### src/rtl/seg_scan_controller.sv
// Four-digit common-anode seven-segment scanner: holds a 16-bit value and presents one nibble plus its anode per refresh slot.
// Optional leading-zero blanking is enabled by defining SEG_LEADING_ZERO_BLANK_EN.
module seg_scan_controller #(
    parameter int REFRESH_DIV = 100000,
    parameter int DIV_W       = 17
) (
    input  logic        clk,
    input  logic        reset,
    input  logic        load,
    input  logic [15:0] value_in,
    output logic [3:0]  hex_out,
    output logic [3:0]  anode,
    output logic [1:0]  digit_sel
);

    typedef enum logic [1:0] {
        DIG0 = 2'd0,
        DIG1 = 2'd1,
        DIG2 = 2'd2,
        DIG3 = 2'd3
    } state_t;

    localparam logic [DIV_W-1:0] CNT_LAST = DIV_W'(REFRESH_DIV - 1);

    state_t           state_q, state_d;
    logic [DIV_W-1:0] cnt_q, cnt_d;
    logic [15:0]      disp_q, disp_d;
    logic             tick;
    logic [1:0]       idx;

    always_ff @(posedge clk) begin
        if (reset) begin
            state_q <= DIG0;
            cnt_q   <= '0;
            disp_q  <= '0;
        end else begin
            state_q <= state_d;
            cnt_q   <= cnt_d;
            disp_q  <= disp_d;
        end
    end

    always_comb begin
        tick    = (cnt_q == CNT_LAST);
        cnt_d   = tick ? '0 : cnt_q + DIV_W'(1);
        disp_d  = load ? value_in : disp_q;
        state_d = state_q;
        if (tick) begin
            case (state_q)
                DIG0:    state_d = DIG1;
                DIG1:    state_d = DIG2;
                DIG2:    state_d = DIG3;
                default: state_d = DIG0;
            endcase
        end
    end

    // Outputs come only from registered state, never from the inputs.
    assign idx       = state_q;
    assign digit_sel = idx;
    assign hex_out   = disp_q[4*idx +: 4];

`ifdef SEG_LEADING_ZERO_BLANK_EN
    logic [1:0] msd;

    always_comb begin
        msd = 2'd0;
        for (int i = 1; i < 4; i++) begin
            if (disp_q[4*i +: 4] != 4'h0) msd = 2'(i);
        end
        anode = (idx > msd) ? 4'b1111 : ~(4'b0001 << idx);
    end
`else
    assign anode = ~(4'b0001 << idx);
`endif

endmodule

### config.mk
export PLATFORM = sky130hd
export DESIGN_NAME = seg_scan_controller
export DESIGN_NICKNAME = d
export VERILOG_FILES = /design/src/rtl/seg_scan_controller.sv
export SDC_FILE = /design/constraint.sdc
export NUM_CORES = 1
export LEC_CHECK = 0
export ABC_AREA = 1
export BUFFER_PORTS_ARGS = -buffer_cell sky130_fd_sc_hd__buf_2
export CORE_MARGIN = 2
export CORE_UTILIZATION = 55
export DETAILED_ROUTE_END_ITERATION = 7
export PLACE_DENSITY = 0.86
export SETUP_SLACK_MARGIN = 0.02
export SYNTH_ARGS = -nofsm -noshare
export SYNTH_HDL_FRONTEND = slang
export SYNTH_SLANG_ARGS = --single-unit
### constraint.sdc
create_clock -name clk -period 1.5 [get_ports clk]
set_input_delay 0.15 -clock clk [delete_from_list [all_inputs] [get_ports clk]]
set_output_delay 0.15 -clock clk [all_outputs]
set_load 0.02 [all_outputs]
==> results_dict.tcl, run 1 <==
set metrics [dict create \
    status "finished clean" \
    antenna_found_initial 0 \
    p_int_w 0.001303 \
    cp_cell_sequence "buf_2 -> ha_1 -> inv_1 -> buf_2" \
    rsz0062_at_grt "yes" \
    finalNetCount 325 \
    seq_area_frac_synth_pct 39.91 \
    hold_violations 0 \
    cts_hold_buffers 0 \
    period_share_pct 97.11 \
    clock_latency_ps 340 \
    grt_max_degree 20 \
    maxSlewViolCount 0 \
    grt_util_all_layers_pct 22.76 \
    grt.met2_usage_pct 39.60 \
    critical_path_buf_inv_count 3 \
    cts_tree "done" \
    cp.required_ps 1350 \
    drtIter0Drc 68 \
    irDropWorstVdd_mv 0.5242 \
    max_cap_violations 0 \
    layout_commonest_cell "nor2_1" \
    worstSetupEndpointType "output pin" \
    cpMostUsedCell "buf_2" \
    htree_levels 2 \
    antennaDiodeCount 0 \
    drt_pass1_iterations 4 \
    holdWs_ps 26.66 \
    clockRootBuffer "clkbuf_4" \
    dieWidth_um 60.50 \
    postSynthAreaPerCell_um2 6.649 \
    ys_warn_count 0 \
    vias 1661 \
    gp_congestion 0.8089 \
    total_power_w 0.001708 \
    yosysTopAreaCell "dfxtp_1" \
    startpoint_type "register" \
    finClkSkew_ps 10.44 \
    worstPathMaxFanout 6 \
    use_met3_pct 4.904 \
    via_per_inst 4.801 \
    fillCellCount 283 \
    hold_class "in -> reg" \
    fp.dieH_um 60.50 \
    grt_pass1_wl_um 6216 \
    io_buffers 28 \
    ys_ff_latch 35 \
    io_pins 29 \
    initial_core_util_pct 57.50 \
    final_cell_mix "84 x nor2_1, 35 x nand2_1, 34 x inv_1, 31 x dfxtp_1, 26 x buf_2" \
    cts_buffer_depth 2 \
    cp_slowest_stage_delay_ps 380 \
    clkPwrFrac_pct 34.2 \
    swShare_pct 23.73 \
    totalWireLength_um 3876 \
    dpl.cell_count 337 \
    yosys.area.top_type_share_pct 39.91 \
    yosys-top-cells-area "dfxtp_1 40%, nor2_1 18%, o21ai_0 8.0%, inv_1 7.5%, nand2_1 7.5%" \
    grt_pass1_vias 1521 \
    syn_nets 288 \
    combPwrFrac_pct 8.0 \
    crit_type "reg -> out" \
    core-area_um2 3053 \
    die-area_um2 3660 \
    finalCriticalPeriod_ps 1457 \
    crit_family "buffers and inverters" \
    ys_types 20 \
    setup-violations-final 0 \
    synth_cells 264 \
    setup_ws_ps 43.35 \
    worst_slew_pin_slew_ps 439.9 \
    grt_overflow_total 0 \
    global_route.usage.met1_pct 27.31 \
    pwr-share-seq_pct 57.8 \
    p_leak_nw 0.9248 \
    synth_area_um2 1755 \
    numClockSinks 35 \
    cts_buffers 5 \
    powerDensity_nw_per_um2 810.1 \
    dp_hpwl_um 2788 \
    syn2layout_area_growth_pct 20.10 \
    fin_cells 346 \
    antenna_left 0 \
    drc 0 \
    clk_pin_slew_worst_paths_ps 110 \
    fin_setup_tns_ps 0 \
    pre_cts_ws_ps 90.26 \
    slowest_stage "dfxtp_4" \
    grt-busiest-layer "met2" \
    p_switching_w 0.0004052 \
    crit_arrival_ps 1310 \
    max_slew_margin_pct 70.64 \
    fmax_ghz 0.6865 \
    drive_gt1_share_pct 19.21 \
    num_rows 20 \
    routedWlPerCell_um 11.20 \
]
## cell usage after synthesis, drive strengths merged
| master | count |
|---|---|
| buf | 2 |
| clkbuf | 3 |
| clkinv | 1 |
| dfxtp | 35 |
| ha | 5 |
| inv | 35 |
| nand2 | 36 |
| nand3 | 12 |
| nand3b | 1 |
| nand4 | 3 |
| nor2 | 87 |
| nor3 | 2 |
| o21ai | 29 |
| o22ai | 4 |
| xnor2 | 4 |
| xor2 | 5 |
## flip-flops by register name (all words and copies together) (netlist names)
name and flops:
cnt_q 17, disp_q 16, digit_sel 2
## per-layer routing
layer	share of wire, %	up-vias
li1	-	895
met1	46	735
met2	49	24
met3	2.8	7
met4	2.0	0
met5	0	-
## cell type report
type	count	area, um2	share of cell area, %
tap	44	55.05	2.611
clock buffer	8	68.82	3.264
sequential	35	708.2	33.59
inverter	36	137.6	6.528
multi-input combinational	188	913.4	43.32
timing repair buffer	35	225.2	10.68
## cell families (layout without fill, tap and decap cells)
group | after synthesis | count (layout) | share of synthesized area, %
simple gates | 141 | 141 | 32.43
buf+inv | 41 | 79 | 9.266
flops | 35 | 35 | 39.91
compound gates | 33 | 33 | 10.33
xor+xnor | 9 | 9 | 4.490
fa+ha+maj | 5 | 5 | 3.564
## power by group through the flow
| stage | registers, W | logic, W | clock network (W) |
|---|---|---|---|
| final | 0.000987 | 0.000137 | 0.000584 |
| after global routing | 0.000993 | 0.000156 | 0.000628 |
| after CTS | 0.000987 | 0.000135 | 0.000594 |
| after detailed placement | 0.00101 | 0.000134 | 0 |
| after global placement | 0.00101 | 0.000131 | 0 |
| after floorplan | 0.00100 | 0.0000825 | 0 |
## path summary, 6_finish.rpt
check	cells after the start	slack [ps]	startpoint	to
min	3	30	value_in[12]	disp_q[12]
min reg2reg	1	440	cnt_q[0]	cnt_q[0]
max	4	40	digit_sel[0]	anode[3]
max reg2reg	7	150	cnt_q[1]	cnt_q[3]
## tightest hold or removal path: stages
cell and delay, ps:
buf_2 70, nor2_1 40, nor2_1 80
## metrics by stage
step | area [um2] | util, %
2_1_floorplan | 1757 | -
3_3_place_gp | 1982 | 64.92
3_5_place_dp | 1982 | 64.92
4_1_cts | 2052 | 67.21
5_1_grt | 2108 | 69.06
6_report | 2108 | 69.06
## repair_timing
item | 4_1_cts | 5_1_grt
buffers inserted | 0 | 0
pin swaps | 0 | 2
endpoints found under the setup margin | 4 | 23
gates cloned | 0 | 1
resized for setup | 2 | 25
Power figures use the tool's default switching activity.
==> inputs of run 2 (changes only) <==
--- a/config.mk
+++ b/config.mk
@@ -8,9 +8,9 @@
 export ABC_AREA = 1
 export BUFFER_PORTS_ARGS = -buffer_cell sky130_fd_sc_hd__buf_2
 export CORE_MARGIN = 2
-export CORE_UTILIZATION = 55
+export CORE_UTILIZATION = 45
 export DETAILED_ROUTE_END_ITERATION = 7
-export PLACE_DENSITY = 0.86
+export PLACE_DENSITY = 0.74
 export SETUP_SLACK_MARGIN = 0.02
 export SYNTH_ARGS = -nofsm -noshare
 export SYNTH_HDL_FRONTEND = slang
==> run 2 against run 1 <==
Power rose by 24%. Sequential share of layout area fell by 0.86 points. Hold slack improved by 54 ps. Cell area rose by 1.9%. Combinational power barely moved. Critical path type unchanged. Sequential cell count did not move. Via count rose by 0.18%. Cell count rose by 0.87%. Non-clock buffer count fell by 1. Clock power rose by 71%.
==> results_dict.tcl, run 2 (synthesis gave the netlist of run 1 again) <==
set metrics [dict create \
    syn2layout_area_growth_pct 22.38 \
    dpl.cell_count 341 \
    maxSlewViolCount 0 \
    drt_pass1_iterations 4 \
    postCtsSetupRepairBufs 0 \
    cts_hold_buffers 0 \
    maxUsedRoutingLayer "met4" \
    setup-violations-final 0 \
    drc 0 \
    cp_slowest_stage_delay_ps 330 \
    hold_violations 0 \
    num_rows 22 \
    wl_met2_um 1640 \
    swShare_pct 20.38 \
    clk_pin_slew_worst_paths_ps 70 \
    grt_util_all_layers_pct 17.62 \
    fp.dieH_um 66.46 \
    powerDensity_nw_per_um2 988.4 \
    grt_overflow_total 0 \
    fin_cells 349 \
    cp_cell_sequence "inv_2 -> buf_4 -> nor2_1 -> o22ai_1 -> buf_2" \
    worst_slew_pin_slew_ps 469.5 \
    holdWs_ps 80.19 \
    io_buffers 28 \
    clkPwrFrac_pct 47.0 \
    regMostFlops "cnt_q" \
    grt_pass1_vias 1471 \
    finClkSkew_ps 8.137 \
    via_per_inst 4.768 \
    p_leak_nw 0.9320 \
    dp_hpwl_um 2638 \
    die-area_um2 4416 \
    numClockSinks 35 \
    antennaDiodeCount 0 \
    core-area_um2 3716 \
    vias 1664 \
    routedWlPerCell_um 10.17 \
    post_cts_resized 0 \
    grt_pass1_wl_um 6030 \
    cts_tree "done" \
    seq_area_um2 703.2 \
    multi_input_area_um2 912.1 \
    worstSetupEndpointType "output pin" \
    pwr-share-seq_pct 46.5 \
    rsz0062_at_grt "no" \
    p_switching_w 0.0004326 \
    finalNetCount 324 \
    m1WireLength_um 1738 \
    initial_core_util_pct 47.24 \
    startpoint_type "register" \
    finalCriticalPeriod_ps 1371 \
    crit_type "reg -> out" \
    slowest_stage "dfxtp_2" \
    htree_levels 2 \
    irDropWorstVdd_mv 0.5102 \
    final_util_pct 57.81 \
    gp_congestion 0.8041 \
    io_pins 29 \
    clock_latency_ps 290 \
    cts_buffers 5 \
    drive_gt1_share_pct 17.28 \
    cts_buffer_depth 2 \
    dieWidth_um 66.46 \
    fillCellCount 365 \
    max_cap_violations 0 \
    fmax_ghz 0.7292 \
    period_share_pct 91.42 \
    grt_max_degree 20 \
    totalWireLength_um 3548 \
    pre_cts_ws_ps 67.40 \
    layout_commonest_cell "nor2_1" \
    combPwrFrac_pct 6.5 \
    max_slew_margin_pct 68.66 \
    status "finished clean" \
    setup_ws_ps 128.7 \
    crit_arrival_ps 1220 \
    hold_class "in -> reg" \
    drtIter0Drc 94 \
    antenna_left 0 \
    p_int_w 0.001691 \
    worstPathMaxFanout 8 \
    wl_met3_um 128 \
    largest_register_ffs 17 \
    antenna_found_initial 0 \
    fin_setup_tns_ps 0 \
    cp.required_ps 1350 \
    final_cell_mix "84 x nor2_1, 35 x inv_1, 35 x nand2_1, 33 x dfxtp_1, 28 x buf_2" \
    clockRootBuffer "clkbuf_8" \
]
-- run 2: cell count changes in the layout (fill, tap and decap cells not counted), moves of 2 or more --
cell and change:
o21ai_1 -2, o21ai_0 +5, dfxtp_1 +2, o21ai_2 -3, clkbuf_8 +3, buf_2 +2
bufinv_16 +2, clkbuf_4 -5
-- run 2: through the flow --
| stage | area, um2 | power, W |
|---|---|---|
| floorplan | 1757 | 0.001084 |
| global placement | 1987 | 0.001138 |
| detailed placement | 1987 | 0.001140 |
| CTS | 2123 | 0.002138 |
| global route | 2148 | 0.002218 |
| finish | 2148 | 0.002123 |
-- run 2: per-layer routing --
| layer | GRT usage (%) | up-vias |
|---|---|---|
| met1 | 22.31 | 734 |
| met4 | 5.867 | 0 |
| met2 | 29.13 | 35 |
| li1 | - | 888 |
| met5 | 0 | - |
| met3 | 4.392 | 7 |
-- run 2: power groups by stage --
stage               registers, W   logic, W  clock network, W
floorplan                0.00100  0.0000825                 0
global placement         0.00101   0.000132                 0
detailed placement       0.00101   0.000134                 0
CTS                     0.000985   0.000136           0.00102
global route            0.000993   0.000156           0.00107
finish                  0.000988   0.000137          0.000998
-- run 2: cell type report --
type,instances,share of cell area [%]
repair buffers,34,9.377
well taps,48,2.796
flip-flops and latches,35,32.73
clock buffers,5,3.203
inverters,36,6.290
clock inverters,3,3.145
multi-input cells,188,42.46
-- run 2: final timing paths --
| kind | from | slack (ps) | cells after the start | endpoint |
|---|---|---|---|---|
| min | value_in[3] | 80 | 3 | disp_q[3] |
| min reg2reg | cnt_q[0] | 460 | 1 | cnt_q[0] |
| max reg2reg | cnt_q[9] | 140 | 6 | cnt_q[0] |
| max | digit_sel[0] | 130 | 5 | hex_out[3] |
-- run 2: critical path: cells and delay by family, from the launching register on --
kind,cells,cell delay (ps)
compound gates,1,160
buf+inv,3,410
flops,1,330
simple gates,1,50
==> inputs of run 3 (changes only) <==
--- a/config.mk
+++ b/config.mk
@@ -7,10 +7,12 @@
 export LEC_CHECK = 0
 export ABC_AREA = 1
 export BUFFER_PORTS_ARGS = -buffer_cell sky130_fd_sc_hd__buf_2
+export CELL_PAD_IN_SITES_DETAIL_PLACEMENT = 1
+export CELL_PAD_IN_SITES_GLOBAL_PLACEMENT = 1
 export CORE_MARGIN = 2
-export CORE_UTILIZATION = 45
+export CORE_UTILIZATION = 39
 export DETAILED_ROUTE_END_ITERATION = 7
-export PLACE_DENSITY = 0.74
+export PLACE_DENSITY = 0.86
 export SETUP_SLACK_MARGIN = 0.02
 export SYNTH_ARGS = -nofsm -noshare
 export SYNTH_HDL_FRONTEND = slang
==> run 3 against run 2 <==
Register-to-register slack got worse by 40 ps. Combinational power rose by 6%. Power fell by 5.8%. Setup slack got worse by 46 ps. Non-clock buffer count rose by 2. First-iteration DRC count fell by 18%. Hold slack got worse by 1.4 ps. Routed wire length rose by 39%. Critical path type unchanged.
==> results_dict.tcl, run 3 (synthesis gave the netlist of run 1 again) <==
set metrics [dict create \
    maxSlewViolCount 0 \
    worstSetupStartpoint "digit_sel[0]" \
    rsz0062_at_grt "no" \
    slowest_stage "dfxtp_4" \
    max_slew_margin_pct 66.99 \
    rr_worst_depth 7 \
    cp_slowest_stage_delay_ps 360 \
    setup-violations-final 0 \
    crit_type "reg -> out" \
    finalNetCount 326 \
    cts_tree "done" \
    worstPathMaxFanout 3 \
    wl_met2_um 2642 \
    r2r_end "cnt_q[5]" \
    num_rows 24 \
    m1WireLength_um 2067 \
    startpoint_type "register" \
    antenna_left 0 \
    layout_commonest_cell "nor2_1" \
    max_cap_violations 0 \
    reg2reg_from "cnt_q[0]" \
    io_pins 29 \
    p_leak_nw 0.9617 \
    status "finished clean" \
    fin_setup_tns_ps 0 \
    via_per_inst 4.952 \
    cts_buffer_depth 2 \
    fp.dieH_um 71.09 \
    regMostFlops "cnt_q" \
    drc 0 \
    finalCriticalPeriod_ps 1418 \
    grt_pass1_wl_um 7914 \
    worst_slew_pin_slew_ps 494.6 \
    worstSetupEndpointType "output pin" \
    powerDensity_nw_per_um2 915.7 \
    crit_arrival_ps 1270 \
    seq_area_um2 706.9 \
    hold_violations 0 \
    drtIter0Drc 77 \
    largest_register_ffs 17 \
    clk_pin_slew_worst_paths_ps 80 \
    clockRootBuffer "clkbuf_8" \
    grt_max_degree 20 \
    r2r_setup_slack_ps 100 \
    vias 1758 \
    totalWireLength_um 4947 \
    drive_gt1_share_pct 19.14 \
    cts_buffers 5 \
    endpoint "anode[3]" \
    grt_util_all_layers_pct 20.12 \
    syn2layout_area_growth_pct 24.38 \
    core-area_um2 4354 \
    maxUsedRoutingLayer "met4" \
    cts_hold_buffers 0 \
    dp_hpwl_um 3414 \
    numClockSinks 35 \
    die-area_um2 5054 \
    fmax_ghz 0.7054 \
    clock_latency_ps 290 \
    grt_pass1_vias 1838 \
    irDropWorstVdd_mv 0.5898 \
    dieWidth_um 71.09 \
    drt_pass1_iterations 4 \
    finClkSkew_ps 12.37 \
    htree_levels 2 \
    final_cell_mix "83 x nor2_1, 35 x inv_1, 35 x nand2_1, 32 x dfxtp_1, 25 x buf_2" \
    io_buffers 28 \
    fillCellCount 599 \
    hold_class "in -> reg" \
    multi_input_area_um2 930.9 \
    final_util_pct 50.14 \
    cp_cell_sequence "buf_4 -> ha_1 -> inv_1 -> buf_2" \
    cp.required_ps 1350 \
    initial_core_util_pct 40.32 \
    antenna_found_initial 0 \
    routedWlPerCell_um 13.94 \
    period_share_pct 94.51 \
    grt_overflow_total 0 \
    antennaDiodeCount 0 \
    holdWs_ps 78.79 \
    gp_congestion 0.8675 \
    wl_met3_um 135 \
]
## run 3: changes by cell type in the layout (fill, tap and decap cells not counted), sizes merged
| cell | previous run | this run |
|---|---|---|
| clkinv | 0 | 3 |
| buf | 34 | 36 |
| bufinv | 2 | 1 |
| clkinvlp | 1 | 0 |
| inv | 36 | 35 |
## run 3: routing by layer
layer / global-route usage, % / up-vias
met1: 22.66 / 835
met5: 0 / -
met4: 8.176 / 0
li1: - / 889
met3: 4.416 / 9
met2: 36.55 / 25
## run 3: worst min-delay path by stage
stage | slack, ps | cells after the start | end | start
6_report | 80 | 3 | disp_q[13] | value_in[13]
5_1_grt | 90 | 3 | disp_q[11] | value_in[11]
4_1_cts | 70 | 3 | disp_q[6] | value_in[6]
3_5_place_dp | 380 | 3 | disp_q[8] | value_in[8]
3_3_place_gp | 370 | 3 | disp_q[14] | value_in[14]
2_1_floorplan | 280 | 2 | disp_q[15] | value_in[15]
## run 3: layout make-up
cell class                      count  area share, %
Multi-Input combinational cell    188          42.64
Sequential cell                    35          32.38
Timing Repair Buffer               36          10.60
Inverter                           36          6.246
Clock buffer                        5          3.152
Tap cell                           52          2.980
Clock inverter                      3          2.006
## run 3: repair_timing
action / in CTS / in global routing
buffers inserted: 0 / 1
resized for setup: 6 / 17
endpoints found under the hold margin: 0 / 0
pin swaps: 0 / 3
endpoints found under the setup margin: 10 / 23
## run 3: worst max-delay path, delay by kind of cell, from the launching register on
kind / cells / cell delay [ps]
buffers and inverters: 3 / 410
DFF: 1 / 360
adders and majority gates: 1 / 210
## run 3: metrics by stage
step           power [W]  instances  setup slack (ps)  cell area [um2]
2_1_floorplan   0.001084        264             47.88             1757
3_3_place_gp    0.001141        346             111.6             1999
3_5_place_dp    0.001147        346             15.96             1999
4_1_cts         0.002018        354             25.47             2118
5_1_grt         0.002090        355             14.13             2183
6_report        0.001999        355             82.29             2183
## run 3: power by group
part	internal, W	switching (W)
logic	0.0000658	0.0000792
clock network	0.000495	0.000370
registers	0.000965	0.0000249
total	0.00153	0.000474
